==> config.mk <==
export PLATFORM = sky130hd
export DESIGN_NAME = borrow_lookahead_sub_seq
export DESIGN_NICKNAME = d
export VERILOG_FILES = /design/src/rtl/borrow_lookahead_sub_seq.sv
export SDC_FILE = /design/constraint.sdc
export NUM_CORES = 1
export LEC_CHECK = 0
export BUFFER_PORTS_ARGS = -buffer_cell sky130_fd_sc_hd__buf_2
export CAP_MARGIN = 20
export CORE_MARGIN = 2
export CORE_UTILIZATION = 55
export DETAILED_ROUTE_END_ITERATION = 6
export PLACE_DENSITY = 0.8
export SLEW_MARGIN = 20
export SYNTH_ARGS = -nofsm -noshare
export SYNTH_HDL_FRONTEND = slang
export SYNTH_SLANG_ARGS = --single-unit
==> constraint.sdc <==
create_clock -name clk -period 3.1 [get_ports clk]
set_clock_uncertainty 0.05 [all_clocks]
set_input_delay 0.62 -clock clk [delete_from_list [all_inputs] [get_ports clk]]
set_output_delay 0.62 -clock clk [all_outputs]
set_load 0.01 [all_outputs]
==> src/rtl/borrow_lookahead_sub_seq.sv <==
// borrow_lookahead_sub_seq: multi-cycle WIDTH-bit subtractor, D = A - B - Bi.
// One 4-bit group per clock is resolved with two-level borrow lookahead.
// The borrow is chained between groups through a register.
// WIDTH must be a multiple of 4.
// Optional build macro SUB_ADD_MODE_EN adds an op input (1 = add, Bo becomes carry out).
//
// state | meaning
// IDLE  | ready=1, waiting for start; outputs hold the last result
// RUN   | one group per cycle, group index k_q counts 0..N-1
// DONE  | done=1 for one cycle, Bo/ovf valid, then back to IDLE
module borrow_lookahead_sub_seq #(
  parameter int WIDTH = 16
) (
  input  logic             clk,
  input  logic             rst_n,
  input  logic             start,
  input  logic [WIDTH-1:0] A,
  input  logic [WIDTH-1:0] B,
  input  logic             Bi,
`ifdef SUB_ADD_MODE_EN
  input  logic             op,
`endif
  output logic             ready,
  output logic             done,
  output logic [WIDTH-1:0] D,
  output logic             Bo,
  output logic             ovf
);

  localparam int N  = WIDTH / 4;
  localparam int KW = (N > 1) ? $clog2(N) : 1;

  typedef enum logic [1:0] {S_IDLE, S_RUN, S_DONE} state_t;

  state_t           state_q;
  logic [WIDTH-1:0] a_q, b_q, d_q, d_d;
  logic             brw_q;
  logic [KW-1:0]    k_q;
  logic             ready_q, done_q, bo_q, ovf_q;
  logic             add_mode;
  logic [3:0]       ga, gb, gg, gp, gin, gd;
  logic             gout, ovf_d;

`ifdef SUB_ADD_MODE_EN
  logic op_q;
  assign add_mode = op_q;
`else
  assign add_mode = 1'b0;
`endif

  // Current group's operands, lookahead borrows and the difference merged into D
  always_comb begin
    ga = 4'd0;
    gb = 4'd0;
    for (int i = 0; i < N; i++) begin
      if (k_q == KW'(i)) begin
        ga = a_q[4*i +: 4];
        gb = b_q[4*i +: 4];
      end
    end
    gg = add_mode ? (ga & gb) : (~ga & gb);
    gp = add_mode ? (ga | gb) : ~(ga ^ gb);
    gin[0] = brw_q;
    gin[1] = gg[0] | (gp[0] & brw_q);
    gin[2] = gg[1] | (gp[1] & gg[0]) | (gp[1] & gp[0] & brw_q);
    gin[3] = gg[2] | (gp[2] & gg[1]) | (gp[2] & gp[1] & gg[0])
           | (gp[2] & gp[1] & gp[0] & brw_q);
    gout   = gg[3] | (gp[3] & gg[2]) | (gp[3] & gp[2] & gg[1])
           | (gp[3] & gp[2] & gp[1] & gg[0])
           | (gp[3] & gp[2] & gp[1] & gp[0] & brw_q);
    gd  = ga ^ gb ^ gin;
    d_d = d_q;
    for (int i = 0; i < N; i++) begin
      if (k_q == KW'(i)) d_d[4*i +: 4] = gd;
    end
    // Overflow uses the MSB just being produced, so it is valid on the last group
    if (add_mode)
      ovf_d = (a_q[WIDTH-1] == b_q[WIDTH-1]) & (d_d[WIDTH-1] != a_q[WIDTH-1]);
    else
      ovf_d = (a_q[WIDTH-1] != b_q[WIDTH-1]) & (d_d[WIDTH-1] != a_q[WIDTH-1]);
  end

  // Control FSM with registered handshake and result outputs
  always_ff @(posedge clk or negedge rst_n) begin
    if (!rst_n) begin
      state_q <= S_IDLE;
      a_q     <= '0;
      b_q     <= '0;
      d_q     <= '0;
      brw_q   <= 1'b0;
      k_q     <= '0;
      ready_q <= 1'b1;
      done_q  <= 1'b0;
      bo_q    <= 1'b0;
      ovf_q   <= 1'b0;
`ifdef SUB_ADD_MODE_EN
      op_q    <= 1'b0;
`endif
    end else begin
      case (state_q)
        S_IDLE: begin
          done_q <= 1'b0;
          if (start) begin
            a_q     <= A;
            b_q     <= B;
            brw_q   <= Bi;
            k_q     <= '0;
            ready_q <= 1'b0;
`ifdef SUB_ADD_MODE_EN
            op_q    <= op;
`endif
            state_q <= S_RUN;
          end
        end
        S_RUN: begin
          d_q   <= d_d;
          brw_q <= gout;
          if (k_q == KW'(N - 1)) begin
            bo_q    <= gout;
            ovf_q   <= ovf_d;
            done_q  <= 1'b1;
            state_q <= S_DONE;
          end else begin
            k_q <= k_q + 1'b1;
          end
        end
        S_DONE: begin
          done_q  <= 1'b0;
          ready_q <= 1'b1;
          state_q <= S_IDLE;
        end
        default: begin
          done_q  <= 1'b0;
          ready_q <= 1'b1;
          state_q <= S_IDLE;
        end
      endcase
    end
  end

  assign ready = ready_q;
  assign done  = done_q;
  assign D     = d_q;
  assign Bo    = bo_q;
  assign ovf   = ovf_q;

endmodule

Word level (Yosys, flattened, before mapping)
Index checks and enable logic that the tools add are counted.
Cells by class
  bitwise logic cells: 33
  eq/ne operators: 9
  reduce and logical (&&, ||, !) cells: 12
  add/sub/neg operators: 1
  mux-type cells: 21
Operator list (number)
  $mux W4: 9
  $and A1 B1 Y1: 17
  $reduce_and A2 Y1: 8
  $or A1 B1 Y1: 10
  $mux W2: 4
  $not A4 Y4: 2
  $pmux W2 S2: 2
  $xor A4 B4 Y4: 2
  $ne A2 B2 Y1 const B: 3
  $and A4 B4 Y4: 1
  $eq A2 B1 Y1 const B: 2
  $eq A2 B2 Y1 const B: 2
  $logic_not A2 Y1: 2
  $mux W1: 4
  $pmux W1 S2: 2
  $reduce_and A3 Y1: 1
  $add A2 B1 Y2 const B: 1
  $ne A1 B1 Y1: 2
  $reduce_bool A2 Y1: 1
  $not A1 Y1: 1
Storage, ports and cells
  logic and storage cells: 90
  register bits after elaboration: 57
  input bits: 36

Depth between registers and ports, before layout
Gate-level depths: netlist of the first run.
  depth in word-level cells: 15
  gate-level depth with buffers: 12
  gate-level depth less buffers: 11

Least setup slack after synthesis of the first run
OpenSTA, ideal clock, no wires.
  kind: flip-flop to flip-flop
  start: register k_q[0]
  end: register ovf_q, in the netlist ovf
  setup slack: 0.598 ns
  clock period less this slack: 2.502 ns
  setup time: 0.079 ns
  required time: 2.971 ns
  arrival: 2.372 ns
  cell stages (with the launch flop): 13
  cell sequence: dfrtp_1 > inv_1 > ha_1 > nor2b_1 > buf_6 > a221oi_2 > nor3_2 > a21o_1 > ha_1 > a41oi_1 > o21ai_2 > xor2_2 > mux2i_1
On the way
  cells in the longest elaborated chain, start to end: 15
  elaborated cells between the ends (all ways): 29
Ends and longest elaborated chain
  from (decl): RTL line 38  | logic [KW-1:0] k_q;
  from (signal assigned): RTL line 124  | k_q <= k_q + 1'b1;
  $logic_not A2 Y1: RTL line 56  | if (k_q == KW'(i)) begin
  $mux W4 (4 in series): RTL line 56
  $xor A4 B4 Y4 or $not A4 Y4 (tied branches): RTL line 62, 71, 61
  $not A4 Y4 or $and A4 B4 Y4 (tied branches): RTL line 62, 61
  $and A1 B1 Y1, on equally long branches: RTL line 66, 67
  $or A1 B1 Y1 (tied with other cells): RTL line 66  | gin[3] = gg[2] | (gp[2] & gg[1]) | (gp[2] & gp[1] & gg[0])
  $or A1 B1 Y1 or $and A1 B1 Y1 (tied branches): RTL line 66, 67
  $or A1 B1 Y1: RTL line 67  | | (gp[2] & gp[1] & gp[0] & brw_q);
  $xor A4 B4 Y4: RTL line 71  | gd = ga ^ gb ^ gin;
  $mux W4: RTL line 74  | if (k_q == KW'(i)) d_d[4*i +: 4] = gd;
  $ne A1 B1 Y1: RTL line 80  | ovf_d = (a_q[WIDTH-1] != b_q[WIDTH-1]) & (d_d[WIDTH-1] != a_q[WIDTH-1]);
  $and A1 B1 Y1: RTL line 80
  to (signal assigned): RTL line 120  | ovf_q <= ovf_d;
  to (decl): RTL line 39  | logic ready_q, done_q, bo_q, ovf_q;
Several ways; a longest one is shown, not always the timed one.
A chain may end at the register's enable or synchronous reset.

Worst setup path in the final report of the first run
Ends and elaborated chain as after synthesis.

==> summary.md, run 1 <==
| Metric | Value |
|---|---|
| H-tree Lvls | 3 |
| Gate count after technology mapping | 213 |
| Total Nets Final | 318 |
| Leak Pwr | 0.00163 µW |
| Vias in the first global route | 1675 |
| Synth Cell Area | 2810 µm² |
| Final ANT Viol Nets | 0 |
| Std cell rows | 26 |
| Critical Path Fanout Max | 7 |
| Core area | 5010 µm² |
| Final setup fails | 0 |
| Clk slew on worst S/H paths | 0.07 ns |
| Critical Setup Path Class | flop to flop |
| Cell taking the most area after synthesis | dfrtp_1 |
| Drt first pass iters | 4 |
| Clk root buf | clkbuf_8 |
| Die area | 5700 µm² |
| R2R Setup Slk | 0.27 ns |
| Unrepaired setup endpoints after global routing | false |
| I/O pin count | 56 |
| Seq/Total Area, Yosys | 0.508 |
| Fin. Hold Viols | 0 |
| Remaining global-route overflow | 0 |
| Yosys top cell area share | 0.498 |
| Ant. Diodes | 0 |
| Setup WS post-layout | 0.270 ns |
| Design Area, Final | 3320 µm² |
| MaxCap Viol Count | 0 |
| Actual slew at the worst max-slew pin | 0.688 ns |
| Crit path arrival time | 3.05 ns |
| Vias | 1799 |
| Status | completed |
| Top_reg_cell synth | dfrtp_1 |
| DP HPWL | 3710 µm |
| Synth-to-layout area growth | 18.1% |
| GP Congestion | 0.764 |
| Tmin final | 2.83 ns |
| Total clock sinks | 57 |
| Most instantiated cells after synthesis | dfrtp_1 (56), mux2_4 (31), nand2_1 (17) |
| Synth cell types | 38 |
| Critical Path Start Type | flop |
| Final Slew Violations | 0 |
| Post-CTS setup buffer count | 0 |
| Pwr Total | 4460 µW |
| DIE WIDTH | 75.5 µm |
| All-Layer GR Usage | 0.204 |
| Dpl ws | 0.296 ns |
| FF+latch count, synth | 57 |
| Final Cycle Share | 0.913 |
| Pin count of the biggest net entering global routing | 58 |
| Min-Delay Path Class | input port to asynchronous set/reset pin |
| Utilization after layout | 0.663 |
| Setup tns final | 0 ns |
| Fmax | 353 MHz |
| Clock Latency Late Sink | 0.34 ns |
| PwrDens | 1340 nW/µm² |
| Hold_buf cts | 0 |
| First-pass GRT wire length | 8200 µm |
| Placed inst area | 3130 µm² |
| Port-buffer cells | 55 |
| Most common cell in the netlist | dfrtp_1 |
| Avg Inst Size Synth | 13.2 µm² |
| Synth area leaders | dfrtp_1 (50%), mux2_4 (17%), ha_1 (3.6%) |
| CTS tree | yes |
| Yosys Warn Count | 0 |
| Initial antenna violation count | 0 |
| Ys async rst share | 1.00 |
| Die H | 75.5 µm |
| Cts bufs inserted | 9 |
| Share of cells above drive strength 1 | 0.440 |
| Post-CTS Resized | 0 |
| Vias per cell | 5.18 |
| Slew HR | 0.541 |
| Initial DRC count | 102 |
| Initial Util | 0.561 |
| CTS Buffer Depth | 2 |
| CP Capture Type | flop |
| Worst VDD drop | 587 µV |
| WL final | 5270 µm |
| Post-Synthesis Net Count | 258 |
| Remaining DRCs | 0 |
| Req. time, crit path | 3.32 ns |
| WL/cell | 15.2 µm |
| EDFF count, synth | 0 |
==> where the power goes <==
| group | internal [µW] | switching (µW) | total [µW] | leakage (µW) |
|---|---|---|---|---|
| Sequential | 1130 | 256 | 1390 | 0.000684 |
| Combinational | 1160 | 1220 | 2380 | 0.000846 |
| Clock | 408 | 283 | 691 | 0.000102 |
| Total | 2700 | 1760 | 4460 | 0.00163 |
==> layout by cell type, fill, tap and decap left out, types with 2 or more instances in the layout <==
master / count
a221oi_2: 2
nor2_1: 8
inv_1: 6
buf_12: 2
nor3b_1: 2
a221oi_1: 5
clkbuf_8: 11
o21ai_0: 9
a21oi_1: 11
nand2_4: 3
mux2_4: 31
o21ai_1: 5
nor2b_1: 8
nand2_1: 17
o31ai_1: 3
buf_4: 2
nor3_1: 3
buf_2: 55
mux2_2: 5
a21o_1: 3
clkinv_2: 2
ha_1: 8
mux2i_1: 2
xnor2_1: 2
dfrtp_1: 56
==> kinds of logic (layout without fill, tap and decap cells) <==
group / count (synthesis) / count (layout) / share of synthesized area
and+or+nand+nor: 47 / 47 / 0.0934
xor gates and xnor gates: 3 / 3 / 0.0120
muxes: 39 / 39 / 0.197
buffers and inverters: 16 / 80 / 0.0472
DFF: 57 / 57 / 0.508
adders and majority gates: 9 / 9 / 0.0427
AOI/OAI and AO/OA: 42 / 42 / 0.101
==> final cells by class <==
cell class                      count  area, µm²
Multi-Input combinational cell    140       1260
Clock inverter                      3       40.0
Fill cell                         418       1690
Clock buffer                       12        155
Timing Repair Buffer               59        330
Sequential cell                    57       1430
Inverter                            6       22.5
Tap cell                           70       87.6
==> critical path, stage by stage (launching register included) <==
cell,delay (ns)
dfrtp_1,0.40
inv_1,0.08
ha_1,0.25
nor2b_1,0.15
buf_4,0.16
a221oi_1,0.25
nor3_1,0.08
a21oi_1,0.20
ha_1,0.32
a41oi_1,0.24
o21ai_2,0.11
xor2_2,0.25
mux2i_1,0.21
==> routing by layer <==
layer | up-vias | routed length [µm] | global-route usage
li1 | 867 | - | -
met1 | 879 | 2360 | 0.277
met2 | 46 | 2520 | 0.297
met3 | 7 | 306 | 0.0754
met4 | 0 | 86 | 0.0838
met5 | - | 0 | 0
==> through the flow <==
step / instances / hold WS, ns
2_1_floorplan: 213 / 0.274
3_3_place_gp: 332 / 0.406
3_5_place_dp: 332 / 0.416
4_1_cts: 347 / 0.230
5_1_grt: 347 / 0.253
6_report: 347 / 0.214
==> path summary, 6_finish.rpt <==
| path | start | endpoint | cells after the start |
|---|---|---|---|
| worst min register to register | D[5]$_DFFE_PN0P_ | D[5]$_DFFE_PN0P_ | 2 |
| max in group asynchronous | rst_n | ready$_DFFE_PN1P_ | 2 |
| worst max register to register | k_q[0]$_DFFE_PN0P_ | ovf$_DFFE_PN0P_ | 12 |
| worst min-delay path | rst_n | b_q[5]$_DFFE_PN0P_ | 2 |
| min in group clk | D[5]$_DFFE_PN0P_ | D[5]$_DFFE_PN0P_ | 2 |
| worst max-delay path | k_q[0]$_DFFE_PN0P_ | ovf$_DFFE_PN0P_ | 12 |
==> sequential cells by signal, summed over array words and instances (netlist names) <==
signal,flops
Bo,1
k_q,2
done,1
a_q,16
ovf,1
b_q,16
state_q,2
D,16
ready,1
brw_q,1
(Power assumes the default switching activity.)
==> run 2: changes to the inputs <==
--- a/config.mk
+++ b/config.mk
@@ -10,7 +10,7 @@
 export CORE_MARGIN = 2
 export CORE_UTILIZATION = 55
 export DETAILED_ROUTE_END_ITERATION = 6
-export PLACE_DENSITY = 0.8
+export PLACE_DENSITY = 0.77
 export SLEW_MARGIN = 20
 export SYNTH_ARGS = -nofsm -noshare
 export SYNTH_HDL_FRONTEND = slang
==> run 2 against run 1 <==
  * Core utilization down 0.25 points
  * Maximum frequency up 0.66%
  * Sequential share of layout area up 0.16 points
  * Non-clock buffer count unchanged
  * Register-to-register slack improved by 0.02 ns
  * Critical path depth unchanged
  * Global-route usage fell by 0.26 points
  * Design area down 0.38%
  * Worst setup slack gained 0.019 ns
  * Critical endpoint unchanged
  * Largest cell class unchanged
  * Highest routed layer unchanged
==> summary.md, run 2 (synthesis gave the netlist of run 1 again) <==
| Metric | Value |
|---|---|
| WL/cell | 15.0 µm (was 15.2 µm) |
| CTS tree | yes (unchanged) |
| Vias per cell | 5.16 (was 5.18) |
| WL final | 5220 µm (was 5270 µm) |
| Die H | 75.5 µm (unchanged) |
| Crit path max-delay cell type | dfrtp_1 (unchanged) |
| GP Congestion | 0.771 (was 0.764) |
| Most frequent cells in the layout | dfrtp_1 (56), buf_2 (55), mux2_4 (31) (unchanged) |
| Clk root buf | clkbuf_8 (unchanged) |
| Fmax | 356 MHz (was 353 MHz) |
| Pin count of the biggest net entering global routing | 58 (unchanged) |
| Core area | 5010 µm² (unchanged) |
| Final ANT Viol Nets | 0 (unchanged) |
| Utilization after layout | 0.661 (was 0.663) |
| I/O pin count | 56 (unchanged) |
| Ant. Diodes | 0 (unchanged) |
| Vias in the first global route | 1728 (was 1675) |
| Sequential fraction of design power | 0.312 (about the same) |
| All-Layer GR Usage | 0.201 (was 0.204) |
| Std cell rows | 26 (unchanged) |
| Clock Latency Late Sink | 0.34 ns (about the same) |
| Remaining global-route overflow | 0 (unchanged) |
| Req. time, crit path | 3.32 ns (about the same) |
| Most common cell after layout, fill and taps aside | dfrtp_1 (unchanged) |
| Critical Path Start Type | flop (unchanged) |
| Share of cells above drive strength 1 | 0.439 (was 0.440) |
| CP Capture Type | flop (unchanged) |
| Crit-path max cell delay | 0.41 ns (was 0.40 ns) |
| Total clock sinks | 57 (unchanged) |
| Post-CTS setup buffer count | 0 (unchanged) |
| Crit path arrival time | 3.03 ns (was 3.05 ns) |
| Setup WS post-layout | 0.288 ns (was 0.270 ns) |
| Initial antenna violation count | 0 (unchanged) |
| Actual slew at the worst max-slew pin | 0.722 ns (was 0.688 ns) |
| Worst VDD drop | 726 µV (was 587 µV) |
| P_sw | 1730 µW (was 1760 µW) |
| Total Nets Final | 318 (unchanged) |
| Cts bufs inserted | 9 (unchanged) |
| Final setup fails | 0 (unchanged) |
| Dpl ws | 0.328 ns (was 0.296 ns) |
| Critical Path Fanout Max | 7 (unchanged) |
| MaxCap Viol Count | 0 (unchanged) |
| PwrDens | 1340 nW/µm² (about the same) |
| Cell Chain, Critical Path | inv_1 -> ha_1 -> nor2b_1 -> buf_4 -> a221oi_2 -> nor3_1 -> a21oi_1 -> ha_1 -> a41oi_1 -> o21ai_2 -> xor2_2 -> mux2i_1 (was inv_1 -> ha_1 -> nor2b_1 -> buf_4 -> a221oi_1 -> nor3_1 -> a21oi_1 -> ha_1 -> a41oi_1 -> o21ai_2 -> xor2_2 -> mux2i_1) |
| Clk slew on worst S/H paths | 0.07 ns (about the same) |
| Vias | 1796 (was 1799) |
| CTS Buffer Depth | 2 (unchanged) |
| Critical Setup Path Class | flop to flop (unchanged) |
| Tmin final | 2.81 ns (was 2.83 ns) |
| Clock Power Share | 0.162 (was 0.155) |
| DP HPWL | 3640 µm (was 3710 µm) |
| DIE WIDTH | 75.5 µm (unchanged) |
| Final Slew Violations | 0 (unchanged) |
| Critical path's most frequent cell | ha_1 (unchanged) |
| Status | completed (unchanged) |
| Slew HR | 0.519 (was 0.541) |
| Initial DRC count | 78 (was 102) |
| Min-Delay Path Class | input port to asynchronous set/reset pin (unchanged) |
| Unrepaired setup endpoints after global routing | false (unchanged) |
| Hold WS | 0.370 ns (was 0.214 ns) |
| Drt first pass iters | 4 (unchanged) |
| Synth-to-layout area growth | 17.7% (was 18.1%) |
| Switch share | 0.390 (was 0.394) |
| Int Pwr | 2710 µW (was 2700 µW) |
| Die area | 5700 µm² (unchanged) |
| Remaining DRCs | 0 (unchanged) |
| Hold_buf cts | 0 (unchanged) |
| Initial Util | 0.561 (unchanged) |
| Final Cycle Share | 0.907 (was 0.913) |
| Fraction of power consumed by combinational cells | 0.526 (was 0.533) |
| Leak Pwr | 0.00163 µW (about the same) |
| Setup tns final | 0 ns (unchanged) |
| Layout fillers | 401 (was 418) |
| Fin. Hold Viols | 0 (unchanged) |
| H-tree Lvls | 3 (unchanged) |
| First-pass GRT wire length | 8260 µm (was 8200 µm) |
| Port-buffer cells | 55 (unchanged) |
| Post-CTS Resized | 0 (unchanged) |
run 2: cell type report:
class,instances,area (µm²),share of cell area
well taps,70,87.6,0.0265
multi-input cells,140,1260,0.380
inverters,6,22.5,0.00681
flip-flops and latches,57,1430,0.431
clock buffers,14,173,0.0522
repair buffers,59,305,0.0922
clock inverters,2,35.0,0.0106
run 2: worst paths after layout:
path                            slack [ns]  cells after the start            endpoint                from
worst max-delay path                  0.29                     12     ovf$_DFFE_PN0P_  k_q[1]$_DFFE_PN0P_
worst min-delay path                  0.37                      2    D[8]$_DFFE_PN0P_               rst_n
worst max register to register        0.29                     12     ovf$_DFFE_PN0P_  k_q[1]$_DFFE_PN0P_
worst min register to register        0.43                      2   D[13]$_DFFE_PN0P_   D[13]$_DFFE_PN0P_
max in group asynchronous             2.16                      2  k_q[0]$_DFFE_PN0P_               rst_n
min in group clk                      0.43                      2   D[13]$_DFFE_PN0P_   D[13]$_DFFE_PN0P_
run 2: per-layer routing:
metal / wire, µm / GRT usage / up-vias / share of wire
met5: 0 / 0 / - / 0
li1: - / - / 870 / -
met2: 2480 / 0.299 / 44 / 0.47
met3: 272 / 0.0648 / 10 / 0.052
met1: 2370 / 0.275 / 872 / 0.45
met4: 94 / 0.0819 / 0 / 0.018
run 2: stage by stage:
step                cell area, µm²  power, µW  std cells
finish                        3310       4450        348
global route                  3310       4770        348
CTS                           3310       4480        348
detailed placement            3100       3740        332
global placement              3100       3660        332
floorplan                     2810       3250        213
run 2: power groups by stage:
stage                     Combinational (µW)  Clock, µW  Sequential, µW
after floorplan                         1870          0            1380
after global placement                  2270          0            1390
after detailed placement                2350          0            1390
after CTS                               2360        729            1390
after global routing                    2570        765            1430
final                                   2340        721            1390
run 2: worst max-delay path, delay by kind of cell (launching register included):
kind,cells,cell delay (ns)
flip-flops,1,0.41
adder cells (fa/ha/maj),2,0.58
AO/OA/AOI/OAI,4,0.55
XOR/XNOR,1,0.23
multiplexers,1,0.20
buffers and inverters,2,0.29
AND/OR/NAND/NOR,2,0.46
